--- src/rtl/text_render.sv ---
// Text-mode rasteriser: walks the character buffer, fetches 8x8 glyph rows and writes FG/BG pixels to the framebuffer.
// Optional feature: define TEXT_RENDER_INVERSE_EN to treat code[7] as an inverse-video attribute.
module text_render #(
  parameter int          COLS = 40,
  parameter int          ROWS = 24,
  parameter int          FB_W = 320,
  parameter logic [23:0] FG   = 24'hFFFFFF,
  parameter logic [23:0] BG   = 24'h000000
) (
  input  logic        CLOCK_50,
  input  logic        rst,
  input  logic        start,
  output logic        busy,
  output logic        done,
  output logic [9:0]  txt_adr,
  input  logic [7:0]  txt,
  output logic [10:0] font_adr,
  input  logic [7:0]  font_d,
  output logic [15:0] fb_wadr,
  output logic        fb_we,
  output logic [23:0] fb_d
);

  typedef enum logic [2:0] {
    IDLE  = 3'd0,
    CADR  = 3'd1,
    CWAIT = 3'd2,
    FADR  = 3'd3,
    FWAIT = 3'd4,
    PIX   = 3'd5
  } state_t;

  state_t      state_q, state_d;
  logic [7:0]  row_q, row_d;
  logic [7:0]  col_q, col_d;
  logic [2:0]  scan_q, scan_d;
  logic [2:0]  px_q, px_d;
  logic [7:0]  code_q, code_d;
  logic [7:0]  glyph_q, glyph_d;
  logic        busy_q, busy_d;
  logic        done_q, done_d;
  logic [9:0]  txt_adr_q, txt_adr_d;
  logic [10:0] font_adr_q, font_adr_d;
  logic [15:0] fb_wadr_q, fb_wadr_d;
  logic        fb_we_q, fb_we_d;
  logic [23:0] fb_d_q, fb_d_d;
  logic        inv_cell;

  function automatic logic [10:0] font_addr(input logic [7:0] code, input logic [2:0] scan);
`ifdef TEXT_RENDER_INVERSE_EN
    return {1'b0, code[6:0], scan};
`else
    return {code, scan};
`endif
  endfunction

  // Intermediates are 32 bits wide so the product never wraps before the final truncation.
  function automatic logic [15:0] pix_addr(input logic [7:0] row, input logic [2:0] scan,
                                           input logic [7:0] col, input logic [2:0] px);
    return 16'((32'(row) * 32'd8 + 32'(scan)) * 32'(FB_W) + 32'(col) * 32'd8 + 32'(px));
  endfunction

  function automatic logic [23:0] pix_color(input logic bit_on, input logic inv);
    return (bit_on ^ inv) ? FG : BG;
  endfunction

`ifdef TEXT_RENDER_INVERSE_EN
  assign inv_cell = code_q[7];
`else
  assign inv_cell = 1'b0;
`endif

  always_comb begin
    state_d    = state_q;
    row_d      = row_q;
    col_d      = col_q;
    scan_d     = scan_q;
    px_d       = px_q;
    code_d     = code_q;
    glyph_d    = glyph_q;
    done_d     = 1'b0;
    txt_adr_d  = txt_adr_q;
    font_adr_d = font_adr_q;
    fb_wadr_d  = fb_wadr_q;
    fb_we_d    = 1'b0;
    fb_d_d     = fb_d_q;

    unique case (state_q)
      IDLE: begin
        if (start) begin
          state_d   = CADR;
          row_d     = '0;
          col_d     = '0;
          scan_d    = '0;
          px_d      = '0;
          txt_adr_d = '0;
        end
      end
      CADR: state_d = CWAIT;
      CWAIT: begin
        code_d     = txt;
        font_adr_d = font_addr(txt, scan_q);
        state_d    = FADR;
      end
      FADR: state_d = FWAIT;
      // The first pixel is taken straight from the font port; the glyph register feeds the rest.
      FWAIT: begin
        glyph_d   = font_d;
        px_d      = '0;
        fb_we_d   = 1'b1;
        fb_wadr_d = pix_addr(row_q, scan_q, col_q, 3'd0);
        fb_d_d    = pix_color(font_d[7], inv_cell);
        state_d   = PIX;
      end
      PIX: begin
        if (px_q != 3'd7) begin
          px_d      = px_q + 3'd1;
          fb_we_d   = 1'b1;
          fb_wadr_d = pix_addr(row_q, scan_q, col_q, px_d);
          fb_d_d    = pix_color(glyph_q[3'd7 - px_d], inv_cell);
        end else if (scan_q != 3'd7) begin
          scan_d     = scan_q + 3'd1;
          font_adr_d = font_addr(code_q, scan_d);
          state_d    = FADR;
        end else if (row_q == 8'(ROWS - 1) && col_q == 8'(COLS - 1)) begin
          row_d   = '0;
          col_d   = '0;
          scan_d  = '0;
          px_d    = '0;
          done_d  = 1'b1;
          state_d = IDLE;
        end else begin
          scan_d = '0;
          if (col_q == 8'(COLS - 1)) begin
            col_d = '0;
            row_d = row_q + 8'd1;
          end else begin
            col_d = col_q + 8'd1;
          end
          txt_adr_d = 10'(32'(row_d) * 32'(COLS) + 32'(col_d));
          state_d   = CADR;
        end
      end
      default: state_d = IDLE;
    endcase

    busy_d = (state_d != IDLE);
  end

  always_ff @(posedge CLOCK_50 or negedge rst) begin
    if (!rst) begin
      state_q    <= IDLE;
      row_q      <= '0;
      col_q      <= '0;
      scan_q     <= '0;
      px_q       <= '0;
      code_q     <= '0;
      glyph_q    <= '0;
      busy_q     <= 1'b0;
      done_q     <= 1'b0;
      txt_adr_q  <= '0;
      font_adr_q <= '0;
      fb_wadr_q  <= '0;
      fb_we_q    <= 1'b0;
      fb_d_q     <= '0;
    end else begin
      state_q    <= state_d;
      row_q      <= row_d;
      col_q      <= col_d;
      scan_q     <= scan_d;
      px_q       <= px_d;
      code_q     <= code_d;
      glyph_q    <= glyph_d;
      busy_q     <= busy_d;
      done_q     <= done_d;
      txt_adr_q  <= txt_adr_d;
      font_adr_q <= font_adr_d;
      fb_wadr_q  <= fb_wadr_d;
      fb_we_q    <= fb_we_d;
      fb_d_q     <= fb_d_d;
    end
  end

  assign busy     = busy_q;
  assign done     = done_q;
  assign txt_adr  = txt_adr_q;
  assign font_adr = font_adr_q;
  assign fb_wadr  = fb_wadr_q;
  assign fb_we    = fb_we_q;
  assign fb_d     = fb_d_q;

endmodule

--- config.mk ---
export PLATFORM = sky130hd
export DESIGN_NAME = text_render
export DESIGN_NICKNAME = d
export VERILOG_FILES = /design/src/rtl/text_render.sv
export SDC_FILE = /design/constraint.sdc
export NUM_CORES = 1
export LEC_CHECK = 0
export ABC_AREA = 1
export BUFFER_PORTS_ARGS = -buffer_cell sky130_fd_sc_hd__buf_2
export CAP_MARGIN = 15
export CORE_MARGIN = 2
export CORE_UTILIZATION = 39
export CTS_CLUSTER_SIZE = 16
export DETAILED_ROUTE_END_ITERATION = 10
export PLACE_DENSITY = 0.64
export SKIP_CTS_REPAIR_TIMING = 1
export SLEW_MARGIN = 20
export SYNTH_ARGS = -nofsm -noshare
export SYNTH_HDL_FRONTEND = slang
export SYNTH_SLANG_ARGS = --single-unit
--- constraint.sdc ---
create_clock -name CLOCK_50 -period 4.71 [get_ports CLOCK_50]
set_clock_uncertainty 0.15 [all_clocks]
set_input_delay 0.2355 -clock CLOCK_50 [delete_from_list [all_inputs] [get_ports CLOCK_50]]
set_output_delay 0.2355 -clock CLOCK_50 [all_outputs]
set_load 0.05 [all_outputs]
==> tab_implementation.tex, run 1 <==
\begin{tabular}{lr}
\hline
Metric & Value \\
\hline
\multicolumn{2}{l}{\textbf{Synthesis}} \\
Post-synthesis xor/xnor area fraction & 0.0154 \\
Instance count of the mapped netlist & $\sim$640 \\
Seq/Total Area, Yosys & 0.401 \\
Synth Area in Adders & 0.104 \\
Area fraction in compound gates after synthesis & 0.102 \\
Synthesized net count & about 700 \\
Post-synth top area share & 0.401 \\
\#FFs+latches synth & just over 80 \\
Largest family of logic cells by synthesized area & simple AND/OR/NAND/NOR gates \\
Netlist cell types & 38 \\
Cell area after synthesis & 5120 µm² \\
Average cell area after synthesis & between 8 and 9 µm² \\
Count of synthesis-stage warnings from yosys & 0 \\
Top cell type by total area after synthesis & sky130\_fd\_sc\_hd\_\_dfrtp\_1 \\
Top area cells in the synthesized netlist & sky130\_fd\_sc\_hd\_\_dfrtp\_1 40\%, sky130\_fd\_sc\_hd\_\_nand2\_1 13\%, sky130\_fd\_sc\_hd\_\_ha\_1 8.8\%, sky130\_fd\_sc\_hd\_\_inv\_1 5.8\%, sky130\_fd\_sc\_hd\_\_nand3\_1 3.5\% \\
Multiplexer share of the synthesized area & 0.0154 \\
Simple logic cell fraction of the synthesized area & 0.251 \\
\multicolumn{2}{l}{\textbf{CTS}} \\
Skew-Pair Late Insertion Delay & 0.33 ns \\
Number of clock buffers inserted by TritonCTS & 9 \\
CTS tree & built \\
Clock-pin slew on the worst setup and hold paths & approximately 0.060 ns \\
H-tree depth reported by CTS & 3 \\
CTS sink cnt & 82 \\
Clock tree buffer depth & 2 \\
Root buffer cell & sky130\_fd\_sc\_hd\_\_clkbuf\_16 \\
\multicolumn{2}{l}{\textbf{STA}} \\
Share of the cycle needed by the critical path after routing & 0.787 \\
Final setup vio count & 0 \\
Post-layout min period & 3.71 ns \\
Final hold violation count & 3 \\
FMAX & between 200 and 300 MHz \\
Setup repair after global routing missed its margin & no \\
Worst-case hold slack & -0.0199 ns \\
Transition at the pin with the smallest max-transition slack & 0.637 ns \\
Total negative setup slack & 0 ns \\
Slew headroom & 0.575 \\
Max-slew violation count & 0 \\
\multicolumn{2}{l}{\textbf{Power and ir drop}} \\
Power per standard cell area & around 260 nW/µm² \\
Standby leakage power & slightly above 0.003 µW \\
Int Power & approximately 1200 µW \\
Switching power & 355 µW \\
Maximum ir drop on the vdd rail & roughly 0.21 mV \\
Seq pwr share & 0.475 \\
Combinational power share & 0.072 \\
Switching fraction of total power & 0.233 \\
Clock power frac & 0.452 \\
\multicolumn{2}{l}{\textbf{Final layout}} \\
Number of standard cells in the final layout excluding fillers & 887 \\
Layout-stage area growth over the synthesis result & 15.5\% \\
Share of final-layout standard cells stronger than drive strength 1 & 0.182 \\
Final-stage net count & 770 \\
Antenna Diode Count & 0 \\
Number of inserted filler cells in the final layout & approximately 1300 \\
\multicolumn{2}{l}{\textbf{Setup path}} \\
Path depth of the worst reg2reg path & 16 \\
Critical Path Max Stage Delay & about 0.45 ns \\
Start point of the critical path & col\_q[4] \\
Capture point of the worst path & txt\_adr[8] \\
Crit path capture type & flip-flop \\
Critical setup path kind & flip-flop to flip-flop \\
Crit-path max FO & 6 \\
Crit Reg-Reg Endpoint & txt\_adr[8] \\
Slowest CP cell & sky130\_fd\_sc\_hd\_\_o21ai\_0 \\
Logic depth of the worst path, buffers included & 16 \\
Critical path launch point type & flip-flop \\
Kind of cell adding the most delay to the critical path & adder cells \\
Ordered cell list for the critical path & inv\_1 -> nand2\_1 -> nor2\_1 -> nand2\_1 -> o21ai\_0 -> inv\_1 -> ha\_1 -> ha\_1 -> fa\_1 -> ha\_1 -> nand2\_1 -> inv\_1 -> nand4\_1 -> nand3\_1 -> xor2\_1 -> o21ai\_2 \\
Arr. time, crit path & 3.76 ns \\
Required time of the critical path & roughly 4.8 ns \\
Worst reg-to-reg setup slack & about 1.0 ns \\
Count of buffer and inverter cells on the critical path & 3 \\
Origin of the critical flop-to-flop path & col\_q[4] \\
\multicolumn{2}{l}{\textbf{Placement}} \\
Placed instance count & 860 \\
Buffers added on ports & approximately 80 \\
RePlAce Congestion & 0.957 \\
Hpwl dp & $\sim$8600 µm \\
\multicolumn{2}{l}{\textbf{Worst hold path}} \\
Worst hold start & txt[4] \\
Class of the most critical hold timing path & input port to flip-flop \\
\multicolumn{2}{l}{\textbf{Die}} \\
Die Area & 14100 µm² \\
Initial Utilization & 0.402 \\
Num ports & between 80 and 90 \\
Die width & roughly 120 µm \\
Core Area & $\sim$13000 µm² \\
Vertical extent of the die & 119 µm \\
Number of placement rows & 41 \\
\multicolumn{2}{l}{\textbf{GRT}} \\
First-pass GRT wire length & 19500 µm \\
Total GRT Usage & 0.169 \\
Vias in the first global route & roughly 4000 \\
Antenna violations before repair & 0 \\
Residual overflow from global routing & 0 \\
Maximum number of pins on one net before global-route repair & 51 \\
\multicolumn{2}{l}{\textbf{Routing}} \\
Routed vias/inst & about 5 \\
Number of nets still failing antenna checks after routing & 0 \\
First-iteration detailed-routing DRC count & about 260 \\
Number of DRC violations after detailed routing & 0 \\
DRT Pass-1 Iters & 8 \\
Total vias in the final route & between 4000 and 5000 \\
Wire per inst & between 10 and 15 µm \\
Aggregate routed wire length & roughly 12000 µm \\
\multicolumn{2}{l}{\textbf{Status}} \\
Run status & finished with violations \\
Failing checks & negative hold slack \\
\multicolumn{2}{l}{\textbf{Job}} \\
MaxCap Viol Count & 0 \\
\hline
\end{tabular}
-- synth_stat cells (all sizes together) --
library cell  count
or2               1
ha               36
nand3b            5
inv              85
dfrtp            82
xnor2             2
clkbuf            3
nor2             44
nand4            10
buf              31
nand2           189
mux2              7
a21o              1
o21bai            2
o21ai            40
nor3              7
o211ai            1
fa                4
nand3            38
a21boi            1
o22ai            13
a31oi            14
xor2              7
a21oi            16
-- registers in the layout, indices dropped and copies added (netlist names) --
register  cells
font_adr     11
txt_adr      10
col_q         8
fb_we         1
glyph_q       8
fb_d          1
code_q        8
px_q          3
done          1
scan_q        3
busy          1
row_q         8
state_q       3
fb_wadr      16
-- placed cells by master (no fill, tap or decap), drive strengths merged --
master / Yosys / routed
o22ai: 13 / 13
xnor2: 2 / 2
a21boi: 1 / 1
nand4: 10 / 10
nand3b: 5 / 5
a31oi: 14 / 14
inv: 85 / 85
nand3: 38 / 38
dlygate4sd3: 0 / 12
nor2: 44 / 44
dfrtp: 82 / 82
clkbuf: 3 / 12
bufinv: 0 / 1
fa: 4 / 4
o21bai: 2 / 2
mux2: 7 / 7
ha: 36 / 36
a21o: 1 / 1
clkinv: 0 / 2
a21oi: 16 / 16
nand2: 189 / 189
or2: 1 / 1
o21ai: 40 / 40
buf: 31 / 83
o211ai: 1 / 1
nor3: 7 / 7
xor2: 7 / 7
-- per-layer routing --
metal  vias up  wire [µm]  global-route usage
li1       2196          -                   -
met1      2011       5570               0.233
met2       136       5190               0.261
met3        14        668              0.0420
met4         0        167              0.0513
met5         -          0                   0
-- power by group through the flow --
stage / registers [µW] / clock network (µW) / logic, µW
2_1_floorplan: 749 / 0 / 64.5
5_1_grt: 724 / 734 / 119
6_report: 723 / 687 / 110
4_1_cts: 723 / 703 / 104
3_3_place_gp: 735 / 0 / 104
3_5_place_dp: 735 / 0 / 105
-- final cells by class --
| type | instances | area [µm²] | area share |
|---|---|---|---|
| Clock buffer | 12 | 246 | 0.0417 |
| Clock inverter | 3 | 40.0 | 0.00677 |
| Inverter | 85 | 319 | 0.0540 |
| Multi-Input combinational cell | 438 | 2500 | 0.423 |
| Sequential cell | 82 | 2050 | 0.347 |
| Tap cell | 172 | 215 | 0.0364 |
| Timing Repair Buffer | 95 | 541 | 0.0914 |
-- worst min path at each step --
stage,endpoint,slack (ns),cells after the start
floorplan,busy,-0.21,0
global placement,txt_adr[8],0.05,1
detailed placement,txt_adr[3],0.06,1
CTS,txt_adr[3],-0.31,1
global route,glyph_q[6],0.0008,2
finish,code_q[4],-0.02,3
-- cell families after synthesis --
family,after synthesis
AND/OR/NAND/NOR,294
buffers and inverters,119
AO/OA/AOI/OAI,88
flip-flops,82
adder cells (fa/ha/maj),40
XOR/XNOR,9
multiplexers,7
-- worst register-to-register path, stage by stage, from the launching register on --
cell,delay (ns)
sky130_fd_sc_hd__dfrtp_1,0.43
sky130_fd_sc_hd__inv_1,0.21
sky130_fd_sc_hd__nand2_1,0.08
sky130_fd_sc_hd__nor2_1,0.11
sky130_fd_sc_hd__nand2_1,0.14
sky130_fd_sc_hd__o21ai_0,0.45
sky130_fd_sc_hd__inv_1,0.15
sky130_fd_sc_hd__ha_1,0.31
sky130_fd_sc_hd__ha_1,0.23
sky130_fd_sc_hd__fa_1,0.44
sky130_fd_sc_hd__ha_1,0.36
sky130_fd_sc_hd__nand2_1,0.07
sky130_fd_sc_hd__inv_1,0.07
sky130_fd_sc_hd__nand4_1,0.07
sky130_fd_sc_hd__nand3_1,0.09
sky130_fd_sc_hd__xor2_1,0.18
sky130_fd_sc_hd__o21ai_2,0.07
-- stage by stage --
step | worst slack, ns | total power, µW | utilization | area [µm²]
after global placement | 1.25 | 839 | 0.433 | 5500
final | 1.00 | 1520 | 0.465 | 5910
after global routing | 0.749 | 1580 | 0.465 | 5910
after CTS | 1.02 | 1530 | 0.455 | 5790
after detailed placement | 1.13 | 840 | 0.433 | 5500
after floorplan | 1.46 | 813 | - | 5120
Power figures use the tool's default switching activity.
==> run 2, diff against run 1 <==
- clock period: 4.71 -> 3.82 ns (I/O delays scaled with it)
==> run 2 against run 1 <==
The flow now finishes without violations. Total power grew 21%. Sequential cell count is the same. Critical path type unchanged. Clock power grew 18%. Fmax grew 5.9%. Clock-buffer cell count is the same. Cell count grew 0.68%.
==> tab_implementation.tex, run 2 (synthesis results as in run 1) <==
\begin{tabular}{lr}
\hline
Metric & Value \\
\hline
\multicolumn{2}{l}{\textbf{GRT}} \\
Antenna violations before repair & 0 (unchanged) \\
Residual overflow from global routing & 0 (unchanged) \\
Maximum number of pins on one net before global-route repair & 56 (was 51) \\
Vias in the first global route & 4033 (was 4066) \\
First-pass GRT wire length & 19300 µm (was 19500 µm) \\
Total GRT Usage & 0.171 (was 0.169) \\
\multicolumn{2}{l}{\textbf{Setup path}} \\
Kind of cell adding the most delay to the critical path & adder cells (unchanged) \\
Crit path capture type & flip-flop (unchanged) \\
Logic depth of the worst path, buffers included & 16 (unchanged) \\
Crit Reg-Reg Endpoint & txt\_adr[8] (unchanged) \\
Crit-path max FO & 8 (was 6) \\
Ordered cell list for the critical path & inv\_1 -> nor3\_1 -> inv\_1 -> o21ai\_0 -> nand2\_1 -> inv\_1 -> ha\_1 -> ha\_1 -> fa\_1 -> ha\_1 -> nand2\_1 -> inv\_1 -> nand4\_1 -> nand3\_1 -> xor2\_1 -> o21ai\_2 (was inv\_1 -> nand2\_1 -> nor2\_1 -> nand2\_1 -> o21ai\_0 -> inv\_1 -> ha\_1 -> ha\_1 -> fa\_1 -> ha\_1 -> nand2\_1 -> inv\_1 -> nand4\_1 -> nand3\_1 -> xor2\_1 -> o21ai\_2) \\
Required time of the critical path & 3.88 ns (was 4.76 ns) \\
Start point of the critical path & row\_q[2] (was col\_q[4]) \\
Capture point of the worst path & txt\_adr[8] (unchanged) \\
Critical Path Max Stage Delay & 0.49 ns (was 0.45 ns) \\
Critical path launch point type & flip-flop (unchanged) \\
Slowest CP cell & sky130\_fd\_sc\_hd\_\_dfrtp\_1 (was sky130\_fd\_sc\_hd\_\_o21ai\_0) \\
Count of buffer and inverter cells on the critical path & 4 (was 3) \\
Origin of the critical flop-to-flop path & row\_q[2] (was col\_q[4]) \\
Arr. time, crit path & 3.56 ns (was 3.76 ns) \\
Worst reg-to-reg setup slack & 0.32 ns (was 1.00 ns) \\
Crit path top cell by count & sky130\_fd\_sc\_hd\_\_inv\_1 \\
Critical setup path kind & flip-flop to flip-flop (unchanged) \\
Path depth of the worst reg2reg path & 16 (unchanged) \\
\multicolumn{2}{l}{\textbf{Die}} \\
Die width & 119 µm (unchanged) \\
Number of placement rows & 41 (unchanged) \\
Die Area & 14100 µm² (unchanged) \\
Initial Utilization & 0.402 (unchanged) \\
Vertical extent of the die & 119 µm (unchanged) \\
Num ports & 83 (unchanged) \\
Core Area & 12700 µm² (unchanged) \\
\multicolumn{2}{l}{\textbf{Routing}} \\
Wire per inst & 13.3 µm (was 13.1 µm) \\
Number of nets still failing antenna checks after routing & 0 (unchanged) \\
Total vias in the final route & 4445 (was 4357) \\
Number of DRC violations after detailed routing & 0 (unchanged) \\
First-iteration detailed-routing DRC count & 253 (was 262) \\
Routed vias/inst & 4.98 (was 4.91) \\
DRT Pass-1 Iters & 4 (was 8) \\
Aggregate routed wire length & 11900 µm (was 11600 µm) \\
\multicolumn{2}{l}{\textbf{STA}} \\
Final setup vio count & 0 (unchanged) \\
Slew headroom & 0.511 (was 0.575) \\
Transition at the pin with the smallest max-transition slack & 0.733 ns (was 0.637 ns) \\
Total negative setup slack & 0 ns (unchanged) \\
Share of the cycle needed by the critical path after routing & 0.916 (was 0.787) \\
Max-slew violation count & 0 (unchanged) \\
FMAX & 286 MHz (was 270 MHz) \\
Final hold violation count & 0 (was 3) \\
Setup repair after global routing missed its margin & no (unchanged) \\
Post-layout min period & 3.50 ns (was 3.71 ns) \\
\multicolumn{2}{l}{\textbf{Final layout}} \\
Final-stage net count & 777 (was 770) \\
Commonest non-fill, non-tap cells in the layout & 182 x sky130\_fd\_sc\_hd\_\_nand2\_1, 82 x sky130\_fd\_sc\_hd\_\_dfrtp\_1, 81 x sky130\_fd\_sc\_hd\_\_buf\_2, 79 x sky130\_fd\_sc\_hd\_\_inv\_1, 40 x sky130\_fd\_sc\_hd\_\_nor2\_1 (unchanged) \\
Sequential Area & 2050 µm² (unchanged) \\
Layout-stage area growth over the synthesis result & 16.5\% (was 15.5\%) \\
Multi-input gate area & 2500 µm² (unchanged) \\
Share of final-layout standard cells stronger than drive strength 1 & 0.186 (was 0.182) \\
Most common library cell in the layout ignoring fill and taps & sky130\_fd\_sc\_hd\_\_nand2\_1 (unchanged) \\
Number of inserted filler cells in the final layout & 1298 (was 1271) \\
Antenna Diode Count & 0 (unchanged) \\
Flip-flop count of the largest register after layout & 16 (unchanged) \\
\multicolumn{2}{l}{\textbf{Status}} \\
Run status & finished clean (was finished with violations) \\
\multicolumn{2}{l}{\textbf{CTS}} \\
Clock-pin slew on the worst setup and hold paths & 0.06 ns (about the same) \\
Root buffer cell & sky130\_fd\_sc\_hd\_\_clkbuf\_16 (unchanged) \\
H-tree depth reported by CTS & 3 (unchanged) \\
Skew-Pair Late Insertion Delay & 0.34 ns (was 0.33 ns) \\
Number of clock buffers inserted by TritonCTS & 9 (unchanged) \\
CTS sink cnt & 82 (unchanged) \\
CTS tree & built (unchanged) \\
Clock tree buffer depth & 2 (unchanged) \\
\multicolumn{2}{l}{\textbf{Placement}} \\
Buffers added on ports & 82 (unchanged) \\
RePlAce Congestion & 0.967 (was 0.957) \\
Hpwl dp & 8790 µm (was 8610 µm) \\
\multicolumn{2}{l}{\textbf{Job}} \\
MaxCap Viol Count & 0 (unchanged) \\
\multicolumn{2}{l}{\textbf{Worst hold path}} \\
Worst hold path depth & 3 (unchanged) \\
Class of the most critical hold timing path & input port to flip-flop (unchanged) \\
\multicolumn{2}{l}{\textbf{Power and ir drop}} \\
Standby leakage power & 0.00311 µW (was 0.00308 µW) \\
Maximum ir drop on the vdd rail & 0.281 mV (was 0.213 mV) \\
Design Power & 1840 µW (was 1520 µW) \\
Power per standard cell area & 309 nW/µm² (was 257 nW/µm²) \\
\hline
\end{tabular}
-- run 2: cell types whose count changed in the layout (fill, tap and decap cells not counted), sizes merged --
cell	before	now
bufinv	1	0
clkinvlp	0	1
clkinv	2	1
buf	83	86
dlygate4sd3	12	16
-- run 2: worst min-delay path by stage --
stage	to	slack [ns]	from
6_report	glyph_q[7]	0.006	font_d[7]
5_1_grt	glyph_q[7]	0.01	font_d[7]
4_1_cts	txt_adr[8]	-0.22	rst
3_5_place_dp	txt_adr[9]	0.15	rst
3_3_place_gp	txt_adr[8]	0.14	rst
2_1_floorplan	busy	-0.25	rst
-- run 2: cell type report --
| cell class | count | area share |
|---|---|---|
| Multi-Input combinational cell | 438 | 0.419 |
| Clock buffer | 12 | 0.0447 |
| Clock inverter | 2 | 0.00210 |
| Sequential cell | 82 | 0.344 |
| Inverter | 85 | 0.0535 |
| Timing Repair Buffer | 102 | 0.101 |
| Tap cell | 172 | 0.0361 |
-- run 2: worst register-to-register path: stages (launching register included) --
cell	delay, ns
sky130_fd_sc_hd__dfrtp_1	0.49
sky130_fd_sc_hd__inv_1	0.13
sky130_fd_sc_hd__nor3_1	0.39
sky130_fd_sc_hd__inv_1	0.08
sky130_fd_sc_hd__o21ai_0	0.16
sky130_fd_sc_hd__nand2_1	0.08
sky130_fd_sc_hd__inv_1	0.09
sky130_fd_sc_hd__ha_1	0.23
sky130_fd_sc_hd__ha_1	0.23
sky130_fd_sc_hd__fa_1	0.45
sky130_fd_sc_hd__ha_1	0.35
sky130_fd_sc_hd__nand2_1	0.06
sky130_fd_sc_hd__inv_1	0.07
sky130_fd_sc_hd__nand4_1	0.07
sky130_fd_sc_hd__nand3_1	0.09
sky130_fd_sc_hd__xor2_1	0.19
sky130_fd_sc_hd__o21ai_2	0.07
-- run 2: routing by layer --
metal	GRT usage	vias to the layer above	routed length (µm)
met1	0.227	2095	5460
met2	0.268	125	5580
met3	0.0468	17	618
met4	0.0588	0	218
li1	-	2208	-
met5	0	-	0
-- run 2: through the flow --
| stage | std cells | util | instance area, µm² | setup slack (ns) | hold slack (ns) |
|---|---|---|---|---|---|
| 2_1_floorplan | 639 | - | 5120 | 0.569 | -0.255 |
| 3_3_place_gp | 860 | 0.433 | 5500 | 0.353 | 0.141 |
| 3_5_place_dp | 860 | 0.433 | 5500 | 0.261 | 0.152 |
| 4_1_cts | 874 | 0.455 | 5780 | 0.216 | -0.217 |
| 5_1_grt | 893 | 0.469 | 5970 | 0.0116 | 0.0123 |
| 6_report | 893 | 0.469 | 5970 | 0.320 | 0.00594 |
-- run 2: power by group --
part | switching (µW) | internal, µW | leakage (µW) | total (µW)
registers | 8.93 | 882 | 0.000945 | 891
logic | 101 | 38.6 | 0.00203 | 139
clock network | 329 | 485 | 0.000137 | 814
